<file path="src/rtl/lock_controller.sv">
// Combination lock controller. Four push-buttons each enter one 2-bit digit.
// A full code is compared against the stored code. A match unlocks, and while
// unlocked the code can be changed. Repeated failures can force a timed lockout.
// Optional feature: define LOCK_CONTROLLER_LOCKOUT_EN to enable the
// failure counter and the LOCKOUT state. With the macro undefined, a
// mismatch always returns to LOCKED and lockedOut stays low.
module lock_controller #(
    parameter int                         CODE_LENGTH    = 4,
    parameter logic [2*CODE_LENGTH-1:0]   DEFAULT_CODE   = 8'b00_01_10_11,
    parameter int                         MAX_ATTEMPTS   = 3,
    parameter int                         LOCKOUT_CYCLES = 50000000
) (
    input  logic       clock,
    input  logic       reset,
    input  logic [3:0] buttonPresses,
    output logic       unlocked,
    output logic       error,
    output logic       lockedOut,
    output logic [3:0] digitCount
);

    localparam int CW = 2 * CODE_LENGTH;

    localparam logic [2:0] LOCKED   = 3'd0;
    localparam logic [2:0] CHECK    = 3'd1;
    localparam logic [2:0] UNLOCKED = 3'd2;
    localparam logic [2:0] SET_CODE = 3'd3;
    localparam logic [2:0] LOCKOUT  = 3'd4;

    logic [2:0]    state;
    logic [CW-1:0] entry;
    logic [CW-1:0] storedCode;
    logic [CW-1:0] shifted;
    logic [1:0]    pressDigit;
    logic          validPress;
    logic          lastDigit;
    logic          codeMatch;
    logic          lockoutTrip;
    logic          lockoutDone;

    // Decode the pressed button into a digit; only one-hot cycles count as presses
    always_comb begin
        pressDigit = 2'd0;
        case (buttonPresses)
            4'b0010: pressDigit = 2'd1;
            4'b0100: pressDigit = 2'd2;
            4'b1000: pressDigit = 2'd3;
            default: pressDigit = 2'd0;
        endcase
    end

    assign validPress = $onehot(buttonPresses);
    assign shifted    = {entry[CW-3:0], pressDigit};
    assign lastDigit  = (digitCount == 4'(CODE_LENGTH - 1));
    assign codeMatch  = (entry == storedCode);

`ifdef LOCK_CONTROLLER_LOCKOUT_EN
    localparam int FW = $clog2(MAX_ATTEMPTS + 1);
    localparam int LW = $clog2(LOCKOUT_CYCLES + 1);

    logic [FW-1:0] failCount;
    logic [LW-1:0] lockoutCount;

    assign lockoutTrip = (state == CHECK) && !codeMatch &&
                         (failCount == FW'(MAX_ATTEMPTS - 1));
    assign lockoutDone = (lockoutCount == LW'(LOCKOUT_CYCLES - 1));

    // Track consecutive failures and time the lockout period
    always_ff @(posedge clock or posedge reset) begin
        if (reset) begin
            failCount    <= '0;
            lockoutCount <= '0;
        end else begin
            if (state == CHECK) begin
                if (codeMatch) begin
                    failCount <= '0;
                end else begin
                    failCount <= failCount + 1'b1;
                end
            end else if (state == LOCKOUT) begin
                if (lockoutDone) begin
                    lockoutCount <= '0;
                    failCount    <= '0;
                end else begin
                    lockoutCount <= lockoutCount + 1'b1;
                end
            end
        end
    end

    assign lockedOut = (state == LOCKOUT);
`else
    assign lockoutTrip = 1'b0;
    assign lockoutDone = 1'b1;
    assign lockedOut   = 1'b0;
`endif

    // Main lock state machine: digit capture, code check, unlock and code change
    always_ff @(posedge clock or posedge reset) begin
        if (reset) begin
            state      <= LOCKED;
            entry      <= '0;
            storedCode <= DEFAULT_CODE;
            digitCount <= 4'd0;
        end else begin
            case (state)
                LOCKED: begin
                    if (validPress) begin
                        entry      <= shifted;
                        digitCount <= digitCount + 4'd1;
                        if (lastDigit) begin
                            state <= CHECK;
                        end
                    end
                end
                CHECK: begin
                    entry      <= '0;
                    digitCount <= 4'd0;
                    if (codeMatch) begin
                        state <= UNLOCKED;
                    end else if (lockoutTrip) begin
                        state <= LOCKOUT;
                    end else begin
                        state <= LOCKED;
                    end
                end
                UNLOCKED: begin
                    if (buttonPresses == 4'b0001) begin
                        state      <= LOCKED;
                        entry      <= '0;
                        digitCount <= 4'd0;
                    end else if (buttonPresses == 4'b1000) begin
                        state      <= SET_CODE;
                        entry      <= '0;
                        digitCount <= 4'd0;
                    end
                end
                SET_CODE: begin
                    if (validPress) begin
                        if (lastDigit) begin
                            storedCode <= shifted;
                            entry      <= '0;
                            digitCount <= 4'd0;
                            state      <= UNLOCKED;
                        end else begin
                            entry      <= shifted;
                            digitCount <= digitCount + 4'd1;
                        end
                    end
                end
                LOCKOUT: begin
                    if (lockoutDone) begin
                        state <= LOCKED;
                    end
                end
                default: begin
                    state <= LOCKED;
                end
            endcase
        end
    end

    assign unlocked = (state == UNLOCKED) || (state == SET_CODE);
    assign error    = (state == CHECK) && !codeMatch;

endmodule

</file>
<file path="config.mk">
export PLATFORM = sky130hd
export DESIGN_NAME = lock_controller
export DESIGN_NICKNAME = d
export VERILOG_FILES = /design/src/rtl/lock_controller.sv
export SDC_FILE = /design/constraint.sdc
export NUM_CORES = 1
export LEC_CHECK = 0
export ABC_AREA = 1
export BUFFER_PORTS_ARGS = -buffer_cell sky130_fd_sc_hd__buf_2
export CAP_MARGIN = 20
export CORE_MARGIN = 5
export CORE_UTILIZATION = 50
export CTS_BUF_LIST = sky130_fd_sc_hd__clkbuf_8
export CTS_CLUSTER_SIZE = 20
export DETAILED_ROUTE_END_ITERATION = 16
export PLACE_DENSITY = 0.78
export SETUP_SLACK_MARGIN = 0.15
export SLEW_MARGIN = 30
export SYNTH_ARGS = -nofsm -noshare
export SYNTH_HDL_FRONTEND = slang
export SYNTH_SLANG_ARGS = --single-unit
</file>
<file path="constraint.sdc">
create_clock -name clock -period 1.4 [get_ports clock]
set_input_delay 0.14 -clock clock [delete_from_list [all_inputs] [get_ports clock]]
set_output_delay 0.14 -clock clock [all_outputs]
set_load 0.005 [all_outputs]
</file>
Word-level counts from Yosys, hierarchy flattened --
Index checks and enable logic that the tools add are counted. Widths: inputs -> output; s select.
Word-level totals: input bits 6, logic and storage cells 52, flip-flop bits (word level) 23, output and inout bits 7
Cells by class: add/sub/neg operators 4, equality and inequality tests 15, mux-type cells 21, reductions and logical operators 8
Operators with widths (number):
- $mux 8 | 5
- $pmux 8 s4 | 1
- $mux 4 | 5
- $mux 3 | 6
- $pmux 4 s4 | 1
- $pmux 3 s4 | 1
- $eq 4x2->1 const B | 2
- $eq 8x8->1 | 1
- $ne 2x2->1 const B | 4
- $eq 3x1->1 const B | 2
- $eq 3x2->1 const B | 2
- $pmux 2 s3 | 1
- $reduce_and 5->1 | 1
- $add 1x1->2 | 2
- $add 4x1->4 const B | 1
- $eq 4x1->1 const B | 1
- $eq 4x3->1 const B | 1
- $eq 4x4->1 const B | 1
- $reduce_and 4->1 | 1
- $reduce_bool 4->1 | 1
- $add 2x2->3 | 1
- $logic_not 3->1 | 1
- $ne 3x3->1 const B | 1
- $reduce_and 3->1 | 1
- other kinds (4) | 4

Logic depth before layout (Yosys ltp) --
Gate-level depths: netlist of the first run.
depth after elaboration 5, mapped depth 12, mapped depth without buffers 12

Worst setup path after synthesis of the first run --
OpenSTA, ideal clock, no wires.
path type input port to flip-flop, start point in buttonPresses[0], end point reg storedCode[5], buffers on the path 1, data arrival time 1.911 ns, path slack -0.632 ns, setup time 0.121 ns, required time 1.279 ns, cell stages on the path 11, path through inv_1 -> fa_1 -> inv_1 -> ha_1 -> ha_1 -> nand3b_1 -> nor2_1 -> nand2_2 -> buf_6 -> nand2_1 -> o21ai_1
Between the ends: word-level cells in the longest chain between the ends 4
RTL lines:
- start, declared | line 15 | input logic [3:0] buttonPresses,
- $add 1x1->2 (implied by the code) | line 52 | assign validPress = $onehot(buttonPresses);
- $add 2x2->3 (implied by the code) | line 52
- $eq 3x1->1 | line 52
- $reduce_and 3->1 (no source line)
- end signal, assigned | line 141 | storedCode <= shifted;
- end, declared | line 32 | logic [CW-1:0] storedCode;
No other way between the ends. A chain may end at the register's enable or synchronous reset.

Worst setup path in the final report of the first run --
start point in buttonPresses[3], end point reg entry[3]
Between the ends: word-level cells in the longest chain between the ends 5, elaborated cells on any way between the ends 11, those cells by class 2 x add/sub; 6 x eq/ne; 2 x mux; 1 x reduce/logical
RTL lines:
- $add 1x1->2 (implied by the code) | line 52
- $add 2x2->3 (implied by the code) | line 52
- $eq 3x1->1 | line 52
- $ne 2x2->1 (no source line)
- $reduce_and 4->1 (no source line)
- end signal, assigned | line 109 | entry <= shifted;
- end signal, assigned | line 146 | entry <= shifted;
- end, declared | line 31 | logic [CW-1:0] entry;
Parallel ways exist; a longest one is shown, timed or not.

==> summary.txt, run 1 <==
Worst setup path
  – Worst Path Max Fanout: 6
  – Worst setup EP type: flop
  – CP Launch Type: primary input
  – Launch point of the worst reg-to-reg path: state[1]
  – Worst setup path class: in2reg
  – FF-to-FF path depth: 6
  – Reg2reg end: entry[3]
  – Required @ worst endpoint: 1.56 ns
  – CP arrival: 2.06 ns
  – Worst reg-to-reg setup slack: -0.03 ns

STA
  – Slew Viols, Final: 0
  – RSZ-0062 raised after global routing: true
  – Setup total negative slack: -9.97 ns
  – Endpoints failing setup: 22
  – F_max: 0.524 GHz
  – Hold Vio Cnt, Final: 0
  – PnR worst setup slack: -0.507 ns
  – Tcrit/Tclk final: 1.36
  – Tmin final: 1.91 ns
  – Worst Clk Skew: 0.00654 ns

Global routing
  – First-pass GRT wire length: roughly 5400 um
  – Tot GR Track Use: 0.169
  – Vias in the first global route: 1,242
  – Grt total ovfl: 0
  – Largest net degree at the start of global routing: 14
  – Antenna violations before repair: 0

Placed design
  – Pre-CTS WS: -0.857 ns
  – Port Buffers: 11
  – Routability congestion estimate: 0.795
  – Dpl hpwl: about 2100 um

Clock tree
  – CTS tree: built
  – Deepest clock path buffer count: 2
  – CTS H-tree depth: 1
  – CTS clock-pin slew for the worst setup and hold paths: 0.08 ns
  – Root buf cell: clkbuf_8
  – Clock Sinks: 22
  – Skew-Pair Late Insertion Delay: 0.26 ns
  – Cts bufs inserted: 3

Floorplan
  – I/O pins: 13
  – Starting density of the core: 0.510
  – Core Area: 2690 um2
  – Die ar.: 3880 um2
  – Die width: 62.3 um
  – Vert. Die Dim: 62.3 um
  – Std-Cell Rows: 19

Synthesis
  – Mapped Area: 1370 um2
  – Synth area leader: dfrtp_1
  – Yosys top cell area share: 0.329
  – Post-synthesis sequential area ratio: 0.406
  – Mapped Cells: 166
  – Avg Cell Area, Syn: 8.25 um2
  – Top cells by area, synth: dfrtp_1 (33%), nand2_1 (15%), dfstp_2 (7.7%)
  – Yosys reg bits: 22
  – Post-Syn Nets: 179
  – Synth cell types: 30
  – Syn. warnings: 0

Detailed routing
  – Vias per inst: 5.20
  – Routed vias: 1,202
  – Antenna Nets Post-Route: 0
  – DRC violations left: 0
  – Wire length per cell: about 13 um
  – Drt first pass iters: 5
  – Wirelength, routed: 3110 um
  – DRT iter0 DRCs: 43

Status
  – Failing checks: setup timing
  – Status: complete, but fails checks

Layout
  – Commonest non-fill, non-tap cell in the layout: nand2_1
  – Commonest cells after routing, fill and taps aside: nand2_1 (43), buf_4 (19), dfrtp_1 (17)
  – Final design utilization: 0.661
  – Nets: roughly 210
  – Diodes inserted: 0
  – Area Overhead vs Synth: 29.7%
  – Share of post-route cells with drive strength above 1: 0.450

Power
  – Post-route total power: 2980 uW
  – Worst vdd ir: 1.17 mV
  – Clock power frac: 0.130
  – Sequential share of power: 0.350
  – Switching Share: 0.448
  – Int Pwr: 1650 uW
  – Psw: 1340 uW
  – Leakage: 0.000910 uW
  – Pwr dens: 1680 nW/um2
  – Comb power frac: 0.520

Flow run
  – Max Cap Viol: 0

Min path
  – Worst min path class: in2reg
  – Hold_sp: buttonPresses[3]
  – Worst hold path depth: 6
  – WHS Endpoint: entry[1]
==> routing by layer <==
| metal | wire (um) | global-route usage |
|---|---|---|
| met5 | 0 | 0 |
| met4 | 91 | 0.0716 |
| met2 | 1590 | 0.288 |
| met3 | 121 | 0.0306 |
| met1 | 1310 | 0.207 |
==> final cells by class <==
class,count,area [um2]
well taps,31,38.8
inverters,21,87.6
flip-flops and latches,22,557
repair buffers,31,218
clock buffers,3,41.3
fillers,216,911
clock inverters,1,3.75
multi-input cells,122,830
==> registers in the layout (all words and copies together), names as in the netlist <==
signal / count
state: 2
storedCode: 8
entry: 8
digitCount: 4
==> synth_stat cells (all sizes together) <==
master / number
nand2: 59
inv: 20
dfrtp: 18
o21ai: 18
nor2: 10
ha: 6
nand3: 6
xnor2: 5
buf: 4
dfstp: 4
a21oi: 3
nand3b: 2
nand4: 2
o211ai: 2
a21boi: 1
a31oi: 1
clkinv: 1
conb: 1
dlygate4sd1: 1
fa: 1
xor2: 1
==> kinds of logic after synthesis <==
kind of cell | count (synthesis) | synth area share
xor+xnor | 6 | 0.0384
flops | 22 | 0.406
fa+ha+maj | 7 | 0.0695
other cells | 1 | 0.00274
buf+inv | 26 | 0.0951
compound gates | 25 | 0.133
simple gates | 79 | 0.255
==> how the worst max path moves through the flow <==
stage / start / to / slack [ns]
6_report: buttonPresses[3] / entry[3] / -0.51
5_1_grt: buttonPresses[3] / entry[1] / -0.60
4_1_cts: buttonPresses[3] / entry[0] / -0.43
3_5_place_dp: buttonPresses[3] / storedCode[0] / -0.86
3_3_place_gp: buttonPresses[3] / storedCode[2] / -0.78
2_1_floorplan: buttonPresses[3] / storedCode[5] / -0.57
==> critical path, stage by stage <==
cell	delay (ns)
buf_8	0.09
inv_8	0.03
fa_1	0.56
inv_2	0.05
ha_4	0.16
ha_4	0.20
nand3b_1	0.28
o21ai_4	0.24
nand2_4	0.15
nand2_2	0.11
o21ai_2	0.05
==> what timing repair did <==
item / 4_1_cts / 5_1_grt
buffers inserted: 3 / 1
hold buffers: 1 / 0
gates resized for setup: 23 / 5
gates cloned: 4 / 0
endpoints found under the setup margin: 22 / 22
hold endpoints to repair: 8 / 0
pin swaps: 21 / 8
==> metrics by stage <==
step	cell area, um2	hold WS [ns]	cells
finish	1780	0.307	231
global route	1780	0.331	231
CTS	1750	0.297	230
detailed placement	1560	0.175	218
global placement	1560	0.173	218
floorplan	1400	0.126	166
==> power by group through the flow <==
stage | registers (uW) | logic (uW) | clock network (uW)
2_1_floorplan | 1010 | 1030 | 0
3_3_place_gp | 1030 | 1250 | 0
3_5_place_dp | 1040 | 1290 | 0
4_1_cts | 1040 | 1530 | 391
5_1_grt | 1070 | 1730 | 425
6_report | 1040 | 1550 | 388
Note: power is estimated with default switching activity, not from simulation.
==> run 2, diff against run 1 <==
--- a/config.mk
+++ b/config.mk
@@ -9,11 +9,11 @@
 export BUFFER_PORTS_ARGS = -buffer_cell sky130_fd_sc_hd__buf_2
 export CAP_MARGIN = 20
 export CORE_MARGIN = 5
-export CORE_UTILIZATION = 50
+export CORE_UTILIZATION = 48
 export CTS_BUF_LIST = sky130_fd_sc_hd__clkbuf_8
 export CTS_CLUSTER_SIZE = 20
 export DETAILED_ROUTE_END_ITERATION = 16
-export PLACE_DENSITY = 0.78
+export PLACE_DENSITY = 0.76
 export SETUP_SLACK_MARGIN = 0.15
 export SLEW_MARGIN = 30
 export SYNTH_ARGS = -nofsm -noshare
==> run 2 against run 1 <==
The flow still finishes with violations (setup timing). Via count grew 0.42%. Highest routed layer unchanged. Non-clock buffer count increased by 3. Setup slack better by 0.015 ns. Sequential cell count did not move. Cell area is 6.3% higher. Total power rose by 9.0%. Register-to-register slack got worse by 0.09 ns. Utilization increased by 3.0 points. Hold slack got worse by 0.0034 ns. Combinational power up 5%.
==> summary.txt, run 2 (synthesis gave the netlist of run 1 again) <==
Power
  – Post-route total power: 3250 uW (+9.0%)
  – Worst vdd ir: 1.95 mV (+67%)
  – Pwr dens: 1720 nW/um2 (+2.5%)
  – Leakage: 0.000944 uW (+3.7%)

Global routing
  – Tot GR Track Use: 0.169 (+0.000210)
  – Antenna violations before repair: 0 (unchanged)
  – Vias in the first global route: 1,297 (+4.4%)
  – First-pass GRT wire length: 5550 um (+2.4%)
  – Largest net degree at the start of global routing: 23 (+9)
  – Grt total ovfl: 0 (unchanged)

STA
  – PnR worst setup slack: -0.492 ns (+0.0147 ns)
  – RSZ-0062 raised after global routing: true
  – Hold Vio Cnt, Final: 0 (unchanged)
  – Tmin final: 1.89 ns (-0.0147 ns)
  – F_max: 0.529 GHz (+0.78%)
  – Tcrit/Tclk final: 1.35 (-0.0105)
  – Worst Clk Skew: 0.000734 ns (-0.00580 ns)
  – Slew Viols, Final: 0 (unchanged)
  – Endpoints failing setup: 22 (unchanged)

Worst setup path
  – CP arrival: 2.09 ns (+0.03 ns)
  – Crit path from: buttonPresses[3]
  – End point of the critical path: storedCode[1]
  – Worst setup EP type: flop
  – Worst reg-to-reg setup slack: -0.12 ns (-0.09 ns)
  – Worst Path Max Fanout: 7 (+1)
  – CP Launch Type: primary input
  – Launch point of the worst reg-to-reg path: state[1]
  – Required @ worst endpoint: 1.60 ns (+0.04 ns)
  – FF-to-FF path depth: 7 (+1)
  – Reg2reg end: entry[0]
  – Worst setup path class: in2reg

Floorplan
  – I/O pins: 13 (unchanged)
  – Die width: 63.4 um (+1.7%)
  – Starting density of the core: 0.501 (-0.00886)
  – Core Area: 2730 um2 (+1.8%)
  – Std-Cell Rows: 19 (unchanged)
  – Die ar.: 4020 um2 (+3.5%)
  – Vert. Die Dim: 63.4 um (+1.7%)

Layout
  – Diodes inserted: 0 (unchanged)
  – Non-Filler Instances: 234 (+1.3%)
  – Area Overhead vs Synth: 37.9%
  – Commonest non-fill, non-tap cell in the layout: nand2_1
  – Share of post-route cells with drive strength above 1: 0.473 (+0.0229)
  – Nets: 217 (+1.4%)
  – Largest regs: entry: 8 flops, storedCode: 8 flops, digitCount: 4 flops
  – Fin area: 1890 um2 (+6.3%)
  – Commonest cells after routing, fill and taps aside: nand2_1 (40), buf_4 (21), dfrtp_1 (18)
  – Final design utilization: 0.691 (+0.0297)

Placed design
  – Pre-CTS WS: -0.878 ns (-0.0202 ns)
  – Dpl cells: 218 (unchanged)
  – Routability congestion estimate: 0.813 (+2.2%)
  – Placed inst area: 1560 um2 (unchanged)
  – Dpl hpwl: 1980 um (-5.9%)
  – Port Buffers: 11 (unchanged)

Detailed routing
  – Antenna Nets Post-Route: 0 (unchanged)
  – DRC violations left: 0 (unchanged)
  – Routed vias: 1,207 (+0.42%)
  – Wire length per cell: 13.9 um (+3.0%)
  – DRT iter0 DRCs: 31 (-28%)
  – Wirelength, routed: 3250 um (+4.4%)
  – Vias per inst: 5.16 (-0.87%)
  – Drt first pass iters: 4 (-1)

Status
  – Status: complete, but fails checks
  – Failing checks: setup timing

Clock tree
  – Skew-Pair Late Insertion Delay: 0.26 ns (about the same)
  – CTS tree: built
  – Clock Sinks: 22 (unchanged)
  – CTS clock-pin slew for the worst setup and hold paths: 0.08 ns (about the same)
  – Cts bufs inserted: 3 (unchanged)
  – Root buf cell: clkbuf_8
  – Deepest clock path buffer count: 2 (unchanged)
  – CTS H-tree depth: 1 (unchanged)

Flow run
  – Max Cap Viol: 0 (unchanged)

Min path
  – Worst min path class: in2reg
-- run 2: power by group --
group	leakage [uW]	total, uW	internal (uW)	switching [uW]
clock	0.0000357	588	382	206
combinational	0.000621	1620	650	973
sequential	0.000287	1040	823	215
-- run 2: final cells by class --
| type | instances | area, um2 |
|---|---|---|
| multi-input combinational | 122 | 863 |
| fill | 205 | 846 |
| sequential | 22 | 556 |
| timing repair buffer | 34 | 269 |
| inverter | 21 | 90.1 |
| clock buffer | 3 | 41.3 |
| tap | 31 | 38.8 |
| clock inverter | 1 | 30.0 |
-- run 2: through the flow --
stage | hold WS, ns | setup TNS (ns)
detailed placement | 0.189 | -17.46
global route | 0.327 | -11.37
floorplan | 0.126 | -10.73
finish | 0.303 | -9.91
global placement | 0.184 | -16.31
CTS | 0.281 | -9.52
-- run 2: worst min path at each step --
| stage | start | endpoint | slack, ns | depth (start not counted) |
|---|---|---|---|---|
| 5_1_grt | buttonPresses[3] | storedCode[1] | 0.33 | 6 |
| 2_1_floorplan | reset | digitCount[0] | 0.13 | 1 |
| 3_5_place_dp | reset | entry[7] | 0.19 | 3 |
| 6_report | buttonPresses[3] | storedCode[1] | 0.30 | 6 |
| 3_3_place_gp | reset | storedCode[7] | 0.18 | 3 |
| 4_1_cts | buttonPresses[3] | storedCode[1] | 0.28 | 6 |
-- run 2: worst max-delay path: stages --
cell      delay, ns
buf_8          0.09
inv_8          0.03
fa_1           0.54
inv_1          0.05
ha_2           0.18
ha_4           0.20
nand3b_1       0.27
nor2_4         0.25
buf_12         0.13
nand2_8        0.08
a21oi_2        0.14
-- run 2: timing repair --
action / in CTS / in global routing
hold endpoints to repair: 18 / 0
cloned: 4 / 0
gates resized for setup: 28 / 8
setup buffers: 6 / 1
pin swaps: 22 / 13
setup endpoints to repair: 22 / 22
hold buffers: 1 / 0
-- run 2: per-layer routing --
metal	vias to the layer above	share of wire	global-route usage
met1	585	0.43	0.202
li1	596	-	-
met2	20	0.53	0.310
met3	6	0.030	0.0213
met4	0	0.012	0.0519
met5	-	0	0
==> run 3, diff against run 2 <==
--- a/config.mk
+++ b/config.mk
@@ -6,16 +6,15 @@
 export NUM_CORES = 1
 export LEC_CHECK = 0
 export ABC_AREA = 1
-export BUFFER_PORTS_ARGS = -buffer_cell sky130_fd_sc_hd__buf_2
 export CAP_MARGIN = 20
 export CORE_MARGIN = 5
 export CORE_UTILIZATION = 48
 export CTS_BUF_LIST = sky130_fd_sc_hd__clkbuf_8
 export CTS_CLUSTER_SIZE = 20
 export DETAILED_ROUTE_END_ITERATION = 16
-export PLACE_DENSITY = 0.76
+export DONT_BUFFER_PORTS = 1
+export PLACE_DENSITY = 0.72
 export SETUP_SLACK_MARGIN = 0.15
-export SLEW_MARGIN = 30
 export SYNTH_ARGS = -nofsm -noshare
 export SYNTH_HDL_FRONTEND = slang
 export SYNTH_SLANG_ARGS = --single-unit
==> constraint.sdc (replaced) <==
create_clock -name clock -period 1.4 [get_ports clock]
set_input_delay 0.28 -clock clock [delete_from_list [all_inputs] [get_ports clock]]
set_output_delay 0.28 -clock clock [all_outputs]
set_load 0.005 [all_outputs]
==> run 3 against run 2 <==
Critical path depth fell by 1. Register-to-register slack improved by 0.15 ns. Final cell count down 7.7%. Cell area decreased by 9.7%. The flow still finishes with violations (setup timing). Die area unchanged. Count of clock-buffer cells in the layout rose by 1. Highest routed layer unchanged. Sequential cell count unchanged. Utilization down 6.7 points. Non-clock buffer count decreased by 17. Hold slack improved by 0.0035 ns. Via count down 6.7%. Clock power fell by 23%.
==> summary.txt, run 3 (synthesis gave the netlist of run 1 again) <==
Status
  – Status: complete, but fails checks
  – Failing checks: setup timing

Worst setup path
  – Worst setup path class: in2reg
  – Required @ worst endpoint: 1.56 ns (-0.04 ns)
  – Worst setup EP type: flop
  – CP arrival: 2.05 ns (-0.04 ns)
  – Delay-heaviest family, CP: adder cells
  – CP Launch Type: primary input
  – Crit path from: buttonPresses[3]
  – Crit path largest cell delay: 0.52 ns (-0.02 ns)
  – CP max-delay cell: fa_1
  – Launch point of the worst reg-to-reg path: digitCount[0]
  – Worst reg-to-reg setup slack: 0.03 ns (+0.15 ns)
  – Worst Path Buf+Inv: 2 (-2)
  – CP cell instances: inv_8 > fa_1 > inv_1 > ha_2 > ha_4 > nand3b_1 > o21ai_4 > nand2_4 > nand2_2 > o21ai_2
  – Worst Path Max Fanout: 6 (-1)

Power
  – Post-route total power: 3070 uW (-5.5%)
  – Pwr dens: 1800 nW/um2 (+4.7%)
  – Leakage: 0.000816 uW (-14%)
  – Worst vdd ir: 1.50 mV (-23%)

Detailed routing
  – Drt first pass iters: 4 (unchanged)
  – DRT iter0 DRCs: 43 (+39%)
  – Routed vias: 1,126 (-6.7%)
  – Wirelength, routed: 2910 um (-11%)
  – Vias per inst: 5.21 (+1.1%)
  – Antenna Nets Post-Route: 0 (unchanged)
  – Wire length per cell: 13.4 um (-3.2%)
  – DRC violations left: 0 (unchanged)

Global routing
  – First-pass GRT wire length: 5060 um (-8.9%)
  – Largest net degree at the start of global routing: 23 (unchanged)
  – Antenna violations before repair: 0 (unchanged)
  – Tot GR Track Use: 0.157 (-0.0123)
  – Grt total ovfl: 0 (unchanged)
  – Vias in the first global route: 1,127 (-13%)

Clock tree
  – Cts bufs inserted: 3 (unchanged)
  – Root buf cell: clkbuf_8
  – CTS H-tree depth: 1 (unchanged)
  – Clock Sinks: 22 (unchanged)
  – CTS tree: built
  – Deepest clock path buffer count: 2 (unchanged)
  – Skew-Pair Late Insertion Delay: 0.26 ns (about the same)
  – CTS clock-pin slew for the worst setup and hold paths: 0.08 ns (about the same)

Floorplan
  – Die ar.: 4020 um2 (unchanged)
  – Die width: 63.4 um (unchanged)
  – Std-Cell Rows: 19 (unchanged)
  – Starting density of the core: 0.501 (unchanged)
  – Vert. Die Dim: 63.4 um (unchanged)
  – Core Area: 2730 um2 (unchanged)
  – I/O pins: 13 (unchanged)

Min path
  – Hold_sp: buttonPresses[2]
  – Worst min path class: in2reg

Placed design
  – Dpl hpwl: 1950 um (-1.5%)
  – Dpl cells: 206 (-5.5%)
  – Routability congestion estimate: 0.831 (+2.2%)
  – Port Buffers: 0 (-11)

Layout
  – Diodes inserted: 0 (unchanged)
  – Commonest cells after routing, fill and taps aside: nand2_1 (43), dfrtp_1 (18), buf_4 (16)
  – Area Overhead vs Synth: 24.5%
  – Commonest non-fill, non-tap cell in the layout: nand2_1
  – Share of post-route cells with drive strength above 1: 0.416 (-0.0567)
  – Non-Filler Instances: 216 (-7.7%)
  – # fillers: 238 (+16%)
  – Nets: 199 (-8.3%)
  – Largest regs: entry: 8 flops, storedCode: 8 flops, digitCount: 4 flops

STA
  – Worst Clk Skew: 0.00423 ns (+0.00350 ns)
  – Hold Vio Cnt, Final: 0 (unchanged)
  – Slew Viols, Final: 0 (unchanged)
  – PnR worst setup slack: -0.494 ns (-0.00253 ns)
  – Endpoints failing setup: 22 (unchanged)
  – Tcrit/Tclk final: 1.35 (+0.00181)
  – RSZ-0062 raised after global routing: true
  – F_max: 0.528 GHz (-0.13%)
  – Setup total negative slack: -9.81 ns (+0.0984 ns)
  – Tmin final: 1.89 ns (+0.00253 ns)

Flow run
  – Max Cap Viol: 0 (unchanged)
==> run 3: cell count changes in the layout (fill, tap and decap cells not counted), moves of 3 or more <==
cell,delta
inv_2,+3
o21ai_2,-3
nand2_2,-3
buf_4,-5
nand2_1,+3
nor2_2,+3
buf_2,-8
o21ai_1,+3
==> run 3: final cells by class <==
type	count	area [um2]	share of cell area
inverters	21	87.6	0.0514
repair buffers	17	130	0.0764
multi-input cells	121	837	0.491
clock buffers	4	55.1	0.0323
flip-flops and latches	22	556	0.326
well taps	31	38.8	0.0228
==> run 3: layer usage <==
layer / global-route usage / wire [um]
met1: 0.205 / 1250
met2: 0.250 / 1460
met3: 0.0231 / 116
met4: 0.0779 / 81
met5: 0 / 0
==> run 3: power breakdown <==
part / switching, uW / total, uW / internal, uW
Sequential: 180 / 1000 / 824
Clock: 205 / 455 / 251
Combinational: 991 / 1610 / 621
==> run 3: worst register-to-register path, delay by kind of cell (launching register included) <==
family / cells / cell delay [ns]
DFF: 1 / 0.39
AOI/OAI and AO/OA: 1 / 0.14
and+or+nand+nor: 4 / 0.52
adders and majority gates: 1 / 0.26
==> run 3: path summary, 6_finish.rpt <==
path / end / cells past startpoint
setup / recovery: entry[3] / 10
hold / removal: entry[1] / 4
setup reg to reg: entry[6] / 6
hold reg to reg: storedCode[1] / 2
max in group asynchronous: storedCode[4] / 3
min in group asynchronous: entry[7] / 3
==> run 3: stage by stage <==
| stage | utilization | instance area [um2] | worst slack (ns) | hold WS, ns |
|---|---|---|---|---|
| floorplan | - | 1400 | -0.707 | 0.266 |
| global placement | 0.547 | 1500 | -0.816 | 0.223 |
| detailed placement | 0.547 | 1500 | -0.848 | 0.224 |
| CTS | 0.600 | 1640 | -0.424 | 0.291 |
| global route | 0.623 | 1700 | -0.591 | 0.341 |
| finish | 0.623 | 1700 | -0.494 | 0.307 |
==> run 3: what timing repair did <==
item / 4_1_cts / 5_1_grt
pin swaps: 7 / 8
setup endpoints to repair: 22 / 22
hold buffers: 1 / 0
resized for setup: 10 / 16
setup buffers: 1 / 1
endpoints found under the hold margin: 18 / 0
gates cloned: 3 / 0
